<file path="src/rtl/uart_pkg.sv">
// Shared types and constants for the UART transmit arbiter.
package uart_pkg;

  typedef enum logic [1:0] {
    IDLE      = 2'd0,
    LAUNCH    = 2'd1,
    WAIT_DONE = 2'd2
  } state_t;

  typedef logic [7:0] byte_t;

  localparam int unsigned START_TIMEOUT_DEF = 15;

  // Index width for n requesters, never below one bit.
  function automatic int unsigned idx_w(input int unsigned n);
    return (n > 1) ? $clog2(n) : 1;
  endfunction

endpackage

</file>
<file path="src/rtl/uart_arb_pick.sv">
// Combinational winner selection for uart_tx_arb.
// UART_TX_ARB_FIXED_PRIO_EN selects lowest-index priority; otherwise round-robin after last_grant.
module uart_arb_pick
  import uart_pkg::*;
#(
  parameter int unsigned NREQ = 4,
  localparam int unsigned IW = idx_w(NREQ)
) (
  input  logic [NREQ-1:0] req_valid,
`ifndef UART_TX_ARB_FIXED_PRIO_EN
  input  logic [IW-1:0]   last_grant,
`endif
  output logic [NREQ-1:0] winner,
  output logic [IW-1:0]   index,
  output logic            any
);

  logic [IW-1:0] cand;

`ifdef UART_TX_ARB_FIXED_PRIO_EN
  always_comb begin
    winner = '0;
    index  = '0;
    any    = 1'b0;
    cand   = '0;
    for (int k = 0; k < int'(NREQ); k++) begin
      cand = IW'(k);
      if (!any && req_valid[cand]) begin
        any           = 1'b1;
        index         = cand;
        winner[cand]  = 1'b1;
      end
    end
  end
`else
  // Search starts one past the previous winner and wraps.
  always_comb begin
    winner = '0;
    index  = '0;
    any    = 1'b0;
    cand   = '0;
    for (int k = 1; k <= int'(NREQ); k++) begin
      cand = IW'((int'(last_grant) + k) % int'(NREQ));
      if (!any && req_valid[cand]) begin
        any           = 1'b1;
        index         = cand;
        winner[cand]  = 1'b1;
      end
    end
  end
`endif

endmodule

</file>
<file path="src/rtl/uart_tx_arb.sv">
// Shares one UART transmitter among NREQ byte requesters, one byte in flight at a time.
// Define UART_TX_ARB_FIXED_PRIO_EN for fixed lowest-index priority instead of round-robin.
module uart_tx_arb
  import uart_pkg::*;
#(
  parameter int unsigned NREQ = 4,
  parameter int unsigned START_TIMEOUT = START_TIMEOUT_DEF,
  localparam int unsigned IW = idx_w(NREQ)
) (
  input  logic              clk,
  input  logic              rst,
  input  logic [NREQ-1:0]   req_valid,
  input  logic [NREQ*8-1:0] req_data,
  output logic [NREQ-1:0]   req_ready,
  output logic              uart_transmit,
  output byte_t             uart_tx_byte,
  input  logic              uart_is_transmitting,
  output logic [IW-1:0]     grant_id,
  output logic              busy,
  output logic              timeout_err
);

  localparam int unsigned CW = idx_w(START_TIMEOUT + 1);

  state_t          state;
  logic [CW-1:0]   cnt;
  logic [NREQ-1:0] pick_winner;
  logic [IW-1:0]   pick_idx;
  logic            pick_any;
  byte_t           pick_data;

`ifndef UART_TX_ARB_FIXED_PRIO_EN
  logic [IW-1:0]   last_grant;
`endif

  uart_arb_pick #(.NREQ(NREQ)) u_pick (
    .req_valid  (req_valid),
`ifndef UART_TX_ARB_FIXED_PRIO_EN
    .last_grant (last_grant),
`endif
    .winner     (pick_winner),
    .index      (pick_idx),
    .any        (pick_any)
  );

  // One-hot mux of the winning requester's byte.
  always_comb begin
    pick_data = '0;
    for (int i = 0; i < int'(NREQ); i++) begin
      if (pick_winner[i]) pick_data = pick_data | req_data[8*i +: 8];
    end
  end

  always_ff @(posedge clk or posedge rst) begin
    if (rst) begin
      state         <= IDLE;
      cnt           <= '0;
      req_ready     <= '0;
      uart_transmit <= 1'b0;
      uart_tx_byte  <= '0;
      grant_id      <= '0;
      busy          <= 1'b0;
      timeout_err   <= 1'b0;
`ifndef UART_TX_ARB_FIXED_PRIO_EN
      last_grant    <= IW'(NREQ - 1);
`endif
    end else begin
      req_ready   <= '0;
      timeout_err <= 1'b0;
      unique case (state)
        IDLE: begin
          if (pick_any && !uart_is_transmitting) begin
            state         <= LAUNCH;
            busy          <= 1'b1;
            uart_transmit <= 1'b1;
            uart_tx_byte  <= pick_data;
            grant_id      <= pick_idx;
            req_ready     <= pick_winner;
            cnt           <= '0;
`ifndef UART_TX_ARB_FIXED_PRIO_EN
            last_grant    <= pick_idx;
`endif
          end
        end
        LAUNCH: begin
          if (uart_is_transmitting) begin
            uart_transmit <= 1'b0;
            state         <= WAIT_DONE;
          end else if (cnt == CW'(START_TIMEOUT - 1)) begin
            // UART never picked the byte up; give up and free the channel.
            uart_transmit <= 1'b0;
            timeout_err   <= 1'b1;
            busy          <= 1'b0;
            state         <= IDLE;
          end else begin
            cnt <= cnt + CW'(1);
          end
        end
        WAIT_DONE: begin
          if (!uart_is_transmitting) begin
            busy  <= 1'b0;
            state <= IDLE;
          end
        end
        default: begin
          state         <= IDLE;
          busy          <= 1'b0;
          uart_transmit <= 1'b0;
        end
      endcase
    end
  end

endmodule

</file>
<file path="config.mk">
export PLATFORM = sky130hd
export DESIGN_NAME = uart_tx_arb
export DESIGN_NICKNAME = d
export VERILOG_FILES = /design/src/rtl/uart_pkg.sv /design/src/rtl/uart_arb_pick.sv /design/src/rtl/uart_tx_arb.sv
export SDC_FILE = /design/constraint.sdc
export NUM_CORES = 1
export LEC_CHECK = 0
export BUFFER_PORTS_ARGS = -buffer_cell sky130_fd_sc_hd__buf_2
export CORE_AREA = 2 2 56 69
export DETAILED_ROUTE_END_ITERATION = 8
export DIE_AREA = 0 0 58 71
export HOLD_SLACK_MARGIN = 0.15
export PLACE_DENSITY = 0.82
export SLEW_MARGIN = 20
export SYNTH_ARGS = -nofsm -noshare
export SYNTH_HDL_FRONTEND = slang
export SYNTH_HIERARCHICAL = 1
export SYNTH_SLANG_ARGS = --single-unit
</file>
<file path="constraint.sdc">
create_clock -name clk -period 6.1 [get_ports clk]
set_clock_uncertainty 0.05 [all_clocks]
set_input_delay 1.83 -clock clk [delete_from_list [all_inputs] [get_ports clk]]
set_output_delay 1.83 -clock clk [all_outputs]
set_load 0.05 [all_outputs]
</file>
---- After elaboration in Yosys (flattened, before gate mapping) ----
Index checks and enable logic that the tools add are counted.
word-level totals
  register bits ........................... 25
  bits in latches ......................... 0
  bits in writable memories ............... 0
  ROM bits ................................ 0
  input port bits ......................... 39
  output and inout bits ................... 17
  word-level logic and storage cells ...... 110
  memories ................................ 0
operators by class
  add/sub/neg operators ................... 5
  $mul .................................... 0
  divide/modulo/power cells ............... 0
  magnitude comparators ................... 8
  equality and inequality tests ........... 9
  shift-type cells ........................ 0
  mux-type cells .......................... 53
  bitwise logic cells ..................... 7
  reductions and logical operators ........ 19
operators by type and width
  kind                 count
  $mux 4               9
  $mux 8               4
  $or 8x8->8           3
  $mux 1               20
  $mux 2               8
  $lt 2x3->1 const B   4
  $or 4x4->4           3
  $ne 2x2->1 const B   5
  $bmux 1 s2           4
  $demux 1 s2          4
  $ge 2x1->1 const B   4
  $logic_and 1x1->1    8
  $pmux 4 s2           1
  $reduce_and 4->1     2
  $pmux 1 s3           2
  $pmux 2 s3           1
  $reduce_and 3->1     2
  $add 2x1->2 const B  2
  $add 2x2->2 const B  2
  $add 4x1->4 const B  1
  $eq 4x4->1 const B   1
  $logic_not 1->1      4
  $ne 3x3->1 const B   1
  $eq 2x1->1 const B   1
  other kinds (5)      5

---- Logic depth before layout (Yosys ltp) ----
  depth after elaboration ................. 20
  mapped depth ............................ 12
  depth with buffers taken out ............ 8

---- Cells and area by module ----
Netlist, hierarchy kept.
modules (own cells, without submodules)
  module         instances  cells an instance  area an instance (um^2)  seq. area each (um^2)
  uart_tx_arb    1          113                1207.4                   628.1
  uart_arb_pick  1          86                 629.4                    0.0

---- Worst setup path before layout ----
No wires, ideal clock.
  path kind ............................... input -> register
  start ................................... input req_valid[1]
  end ..................................... register uart_tx_byte[3]
  setup time .............................. 0.130 ns
  arrival time ............................ 3.586 ns
  required time ........................... 5.920 ns
  slack ................................... 2.334 ns
  cell stages on the path ................. 9
  path buffers ............................ 3
  cell sequence ........................... buf_2 -> mux4_2 -> buf_6 -> nand4_1 -> o31ai_1 -> a2111o_1 -> buf_1 -> a22oi_1 -> a31oi_1
on the way
  longest elaborated chain between the ends .. 19
  elaborated cells on any way between the ends .. 34
  those cells by class .................... mux: 20; bitwise: 6; reduce/logical: 8
RTL lines
  what                          RTL line             text
  from (decl)                   uart_tx_arb.sv:12    input logic [NREQ-1:0] req_valid,
  $bmux 1 s2                    uart_arb_pick.sv:44  if (!any && req_valid[cand]) begin
  $mux 1 (implied by the code)  uart_arb_pick.sv:44
  $mux 1                        uart_arb_pick.sv:44
  $logic_not 1->1               uart_arb_pick.sv:44
  $logic_and 1x1->1             uart_arb_pick.sv:44
  $mux 1                        uart_arb_pick.sv:44
  $logic_not 1->1               uart_arb_pick.sv:44
  $logic_and 1x1->1             uart_arb_pick.sv:44
  [... 4 more ...]              -
  net pick_winner[0]            uart_tx_arb.sv:27    logic [NREQ-1:0] pick_winner;
  $mux 8 *                      uart_tx_arb.sv:50    if (pick_winner[i]) pick_data = pick_data | req_data[8*i +: 8];
  $or 8x8->8                    uart_tx_arb.sv:50
  $mux 8 *                      uart_tx_arb.sv:50
  $or 8x8->8                    uart_tx_arb.sv:50
  $mux 8 *                      uart_tx_arb.sv:50
  $or 8x8->8                    uart_tx_arb.sv:50
  $mux 8 *                      uart_tx_arb.sv:50
  to (signal assigned)          uart_tx_arb.sv:76    uart_tx_byte <= pick_data;
  to (decl)                     uart_tx_arb.sv:16    output byte_t uart_tx_byte,
Mark *: on every way through the listed nets, which the timed path passes. The rest lies on a longest branch. The select of a mux whose other input is x is not followed.
A chain may end at the register's enable or synchronous reset.

---- Worst setup path in the final report ----
  start ................................... input req_valid[0]
  end ..................................... register uart_tx_byte[5]
on the way
  elaborated cells on any way between the ends .. 34
  those cells by class .................... mux: 20; bitwise: 6; reduce/logical: 8
RTL lines
  what                          RTL line
  $bmux 1 s2                    uart_arb_pick.sv:44
  $mux 1 (implied by the code)  uart_arb_pick.sv:44
  $mux 1                        uart_arb_pick.sv:44
  $logic_not 1->1               uart_arb_pick.sv:44
  $logic_and 1x1->1             uart_arb_pick.sv:44
  $mux 1                        uart_arb_pick.sv:44
  $logic_not 1->1               uart_arb_pick.sv:44
  $logic_and 1x1->1             uart_arb_pick.sv:44
  [... 2 more ...]              -
  $logic_and 1x1->1             uart_arb_pick.sv:44
  $mux 4 *                      uart_arb_pick.sv:44
  net pick_winner[1]            uart_tx_arb.sv:27
  $mux 8 *                      uart_tx_arb.sv:50
  $or 8x8->8                    uart_tx_arb.sv:50
  $mux 8 *                      uart_tx_arb.sv:50
  $or 8x8->8                    uart_tx_arb.sv:50
  $mux 8 *                      uart_tx_arb.sv:50
Marked as above.

==> out/metrics.yaml <==
outcome: "completed"
hold_buffers: 0
placed_area_um2: 2040
clock_latency_ns: 0.26
crit_chain: "buf_2 -> mux4_2 -> or3_1 -> a21oi_1 -> a2111o_1 -> a22oi_1 -> a31oi_1"
stdcell_area_um2: 2100
yosysMostFrequentCell: "dfrtp_1"
avgSynthCellArea_um2: 9.23
critPathCaptureType: "flop"
cts_setup_buffers: 0
critPathBufInv: 1
required_ns: 6.23
synth_common_cells: "dfrtp_1 (23), inv_1 (17), a22oi_1 (16)"
holdWs_ns: 0.431
worst_pin_slew_ns: 0.916
routed_wl_um: 4210
p_seq_share_pct: 28.5
holdCritPathClass: "reg -> reg"
grtUsageTotal_pct: 21.1
min_from: "uart_transmit"
crit_fanout: 16
power_frac_comb_pct: 62.3
yosys.area.top_type: "dfrtp_1"
die_w_um: 58
hold_viol_final: 0
diodes: 0
clk_pin_slew_ns: 0.08
cts_tree: "built"
wl_met2_um: 2220
antenna_found_initial: 0
overflow: 0
worstPathArrival_ns: 3.85
pwr-share-clk_pct: 9.1
synth_seq_area_share_pct: 34.2
wl_met3_um: 197
cts_max_level: 1
clock.fmax_mhz: 269
syn_area_um2: 1840
initialDrtViolationCount: 137
cp-start-kind: "input port"
fill_cells: 316
critPathSlowestCell: "mux4_2"
place_congestion: 0.811
switchingPower_mw: 0.543
async_flop_share_pct: 100
start_util_pct: 52.7
drive_gt1_share_pct: 29.3
power.density_nw_per_um2: 490
path_class: "in -> reg"
cts_sinks: 25
synth-edff-count: 0
cts-root-buf: "clkbuf_8"
vias: 1751
rows: 24
ir_worst_vdd_mv: 0.303
drv_slew: 0
crit_family: "compound AO/OA/AOI/OAI gates"
syn_nets: 248
drc_errors: 0
highest_layer: "met4"
p_int_mw: 0.486
grt_start_max_net_pins: 29
wl_met1_um: 1730
slew_headroom_pct: 38.8
synth_seq_cells: 25
dp.cells: 276
nets: 292
r2r-start: "last_grant[0]"
io_pins: 56
finalCritPeriodShare_pct: 61.0
grt_pass1_vias: 1603
rsz0062_at_grt: "false"
dieArea_um2: 4120
dp_hpwl_um: 3130
drtPass1Iterations: 4
avgRoutedWirePerCell_um: 15.0
yosysTopAreaCellShare_pct: 31.3
clockBufferDepth: 2
fin_cells: 281
vias_per_cell: 6.23
core_um2: 3480
die_h_um: 71
seq_area_um2: 628
p_sw_share_pct: 52.7
multi_input_area_um2: 1030
yosysWarnings: 6
maxCapViolations: 0
syn_inst: 199
p_leak_nw: 0.982
synth_cell_types: 47
startpoint: "req_valid[0]"
cts_resized: 0
portBuffers: 55
grt_pass1_wl_um: 7060
synthToLayoutAreaGrowth_pct: 14.4
ys.flop_type: "dfrtp_1"
finish.utilization_pct: 60.3
final.min_clock_period_ns: 3.72
synth_area_leaders: "dfrtp_1 (31%), ha_1 (6.8%), a22oi_1 (6.5%), a31oi_1 (4.8%), inv_1 (3.5%)"
setup_tns_ns: 0
drtAntennaViolNets: 0
setup_viol: 0
cts_buffers: 3
critPathMaxStageDelay_ns: 0.63
==> layout by cell type (no fill, tap or decap), types with 2 or more instances in the layout <==
cell type,n
dfrtp_1,23
a211oi_1,3
and2_1,2
a2111o_1,4
clkbuf_8,3
a22oi_1,16
o211a_1,2
a21oi_1,4
or3b_2,2
and3_1,2
nand2b_1,2
dfstp_2,2
a31oi_1,14
nand4_1,7
nor2_1,15
nand3_1,2
nand2_1,10
o21ai_0,8
mux2i_1,4
mux4_2,2
or3_1,4
o22ai_1,2
and2_2,2
o31ai_1,5
ha_1,10
nand3b_1,2
buf_2,55
inv_1,17
==> cells by family after synthesis <==
kind of cell             after synthesis  share of synthesized area, %
adder cells (fa/ha/maj)               10                          6.81
flip-flops                            25                          34.2
multiplexers                           7                          5.25
buffers and inverters                 34                          9.88
XOR/XNOR                               1                         0.477
AO/OA/AOI/OAI                         67                          26.4
AND/OR/NAND/NOR                       55                          17.0
==> registers in the layout, indices dropped and copies added, names as in the netlist <==
signal and cells:
uart_transmit 1, uart_tx_byte 8, busy 1, state 2, grant_id 2, cnt 4
req_ready 4, last_grant 2, timeout_err 1
==> power groups by stage <==
stage | registers (mW) | logic, mW | clock network [mW]
floorplan | 0.424 | 0.384 | 0
global placement | 0.293 | 0.624 | 0
detailed placement | 0.295 | 0.635 | 0
CTS | 0.293 | 0.636 | 0.0948
global route | 0.304 | 0.700 | 0.101
finish | 0.293 | 0.641 | 0.0940
==> layer usage <==
| metal | vias to the layer above | global-route usage [%] |
|---|---|---|
| met5 | - | 0 |
| met4 | 0 | 6.46 |
| met3 | 8 | 2.01 |
| met2 | 68 | 37.2 |
| met1 | 848 | 26.8 |
| li1 | 827 | - |
==> final timing paths <==
check	cells after the start	end	slack (ns)
max reg2reg	8	uart_tx_byte[1]	2.80
max	7	uart_tx_byte[5]	2.38
min	1	uart_transmit	0.43
min reg2reg	1	uart_transmit	0.43
max in group asynchronous	2	timeout_err	3.73
min in group asynchronous	2	grant_id[0]	1.71
==> worst register-to-register path, cell delays in order, from the launching register on <==
cell	delay [ns]
dfstp_2	0.80
inv_1	0.18
ha_1	0.54
inv_1	0.21
a31oi_1	0.37
o31ai_1	0.12
or3_1	0.54
a22oi_1	0.26
a31oi_1	0.11
==> area by class of cell <==
| cell class | count | share of cell area, % |
|---|---|---|
| clock inverters | 1 | 0.238 |
| multi-input cells | 140 | 48.9 |
| repair buffers | 56 | 13.6 |
| inverters | 17 | 3.04 |
| well taps | 39 | 2.32 |
| flip-flops and latches | 25 | 29.9 |
| clock buffers | 3 | 1.97 |
==> through the flow <==
stage	power [mW]	setup WS (ns)
after floorplan	0.808	2.33
after CTS	1.02	2.38
final	1.03	2.38
after detailed placement	0.930	2.10
after global routing	1.11	2.23
after global placement	0.917	2.17
(Power assumes the default switching activity.)
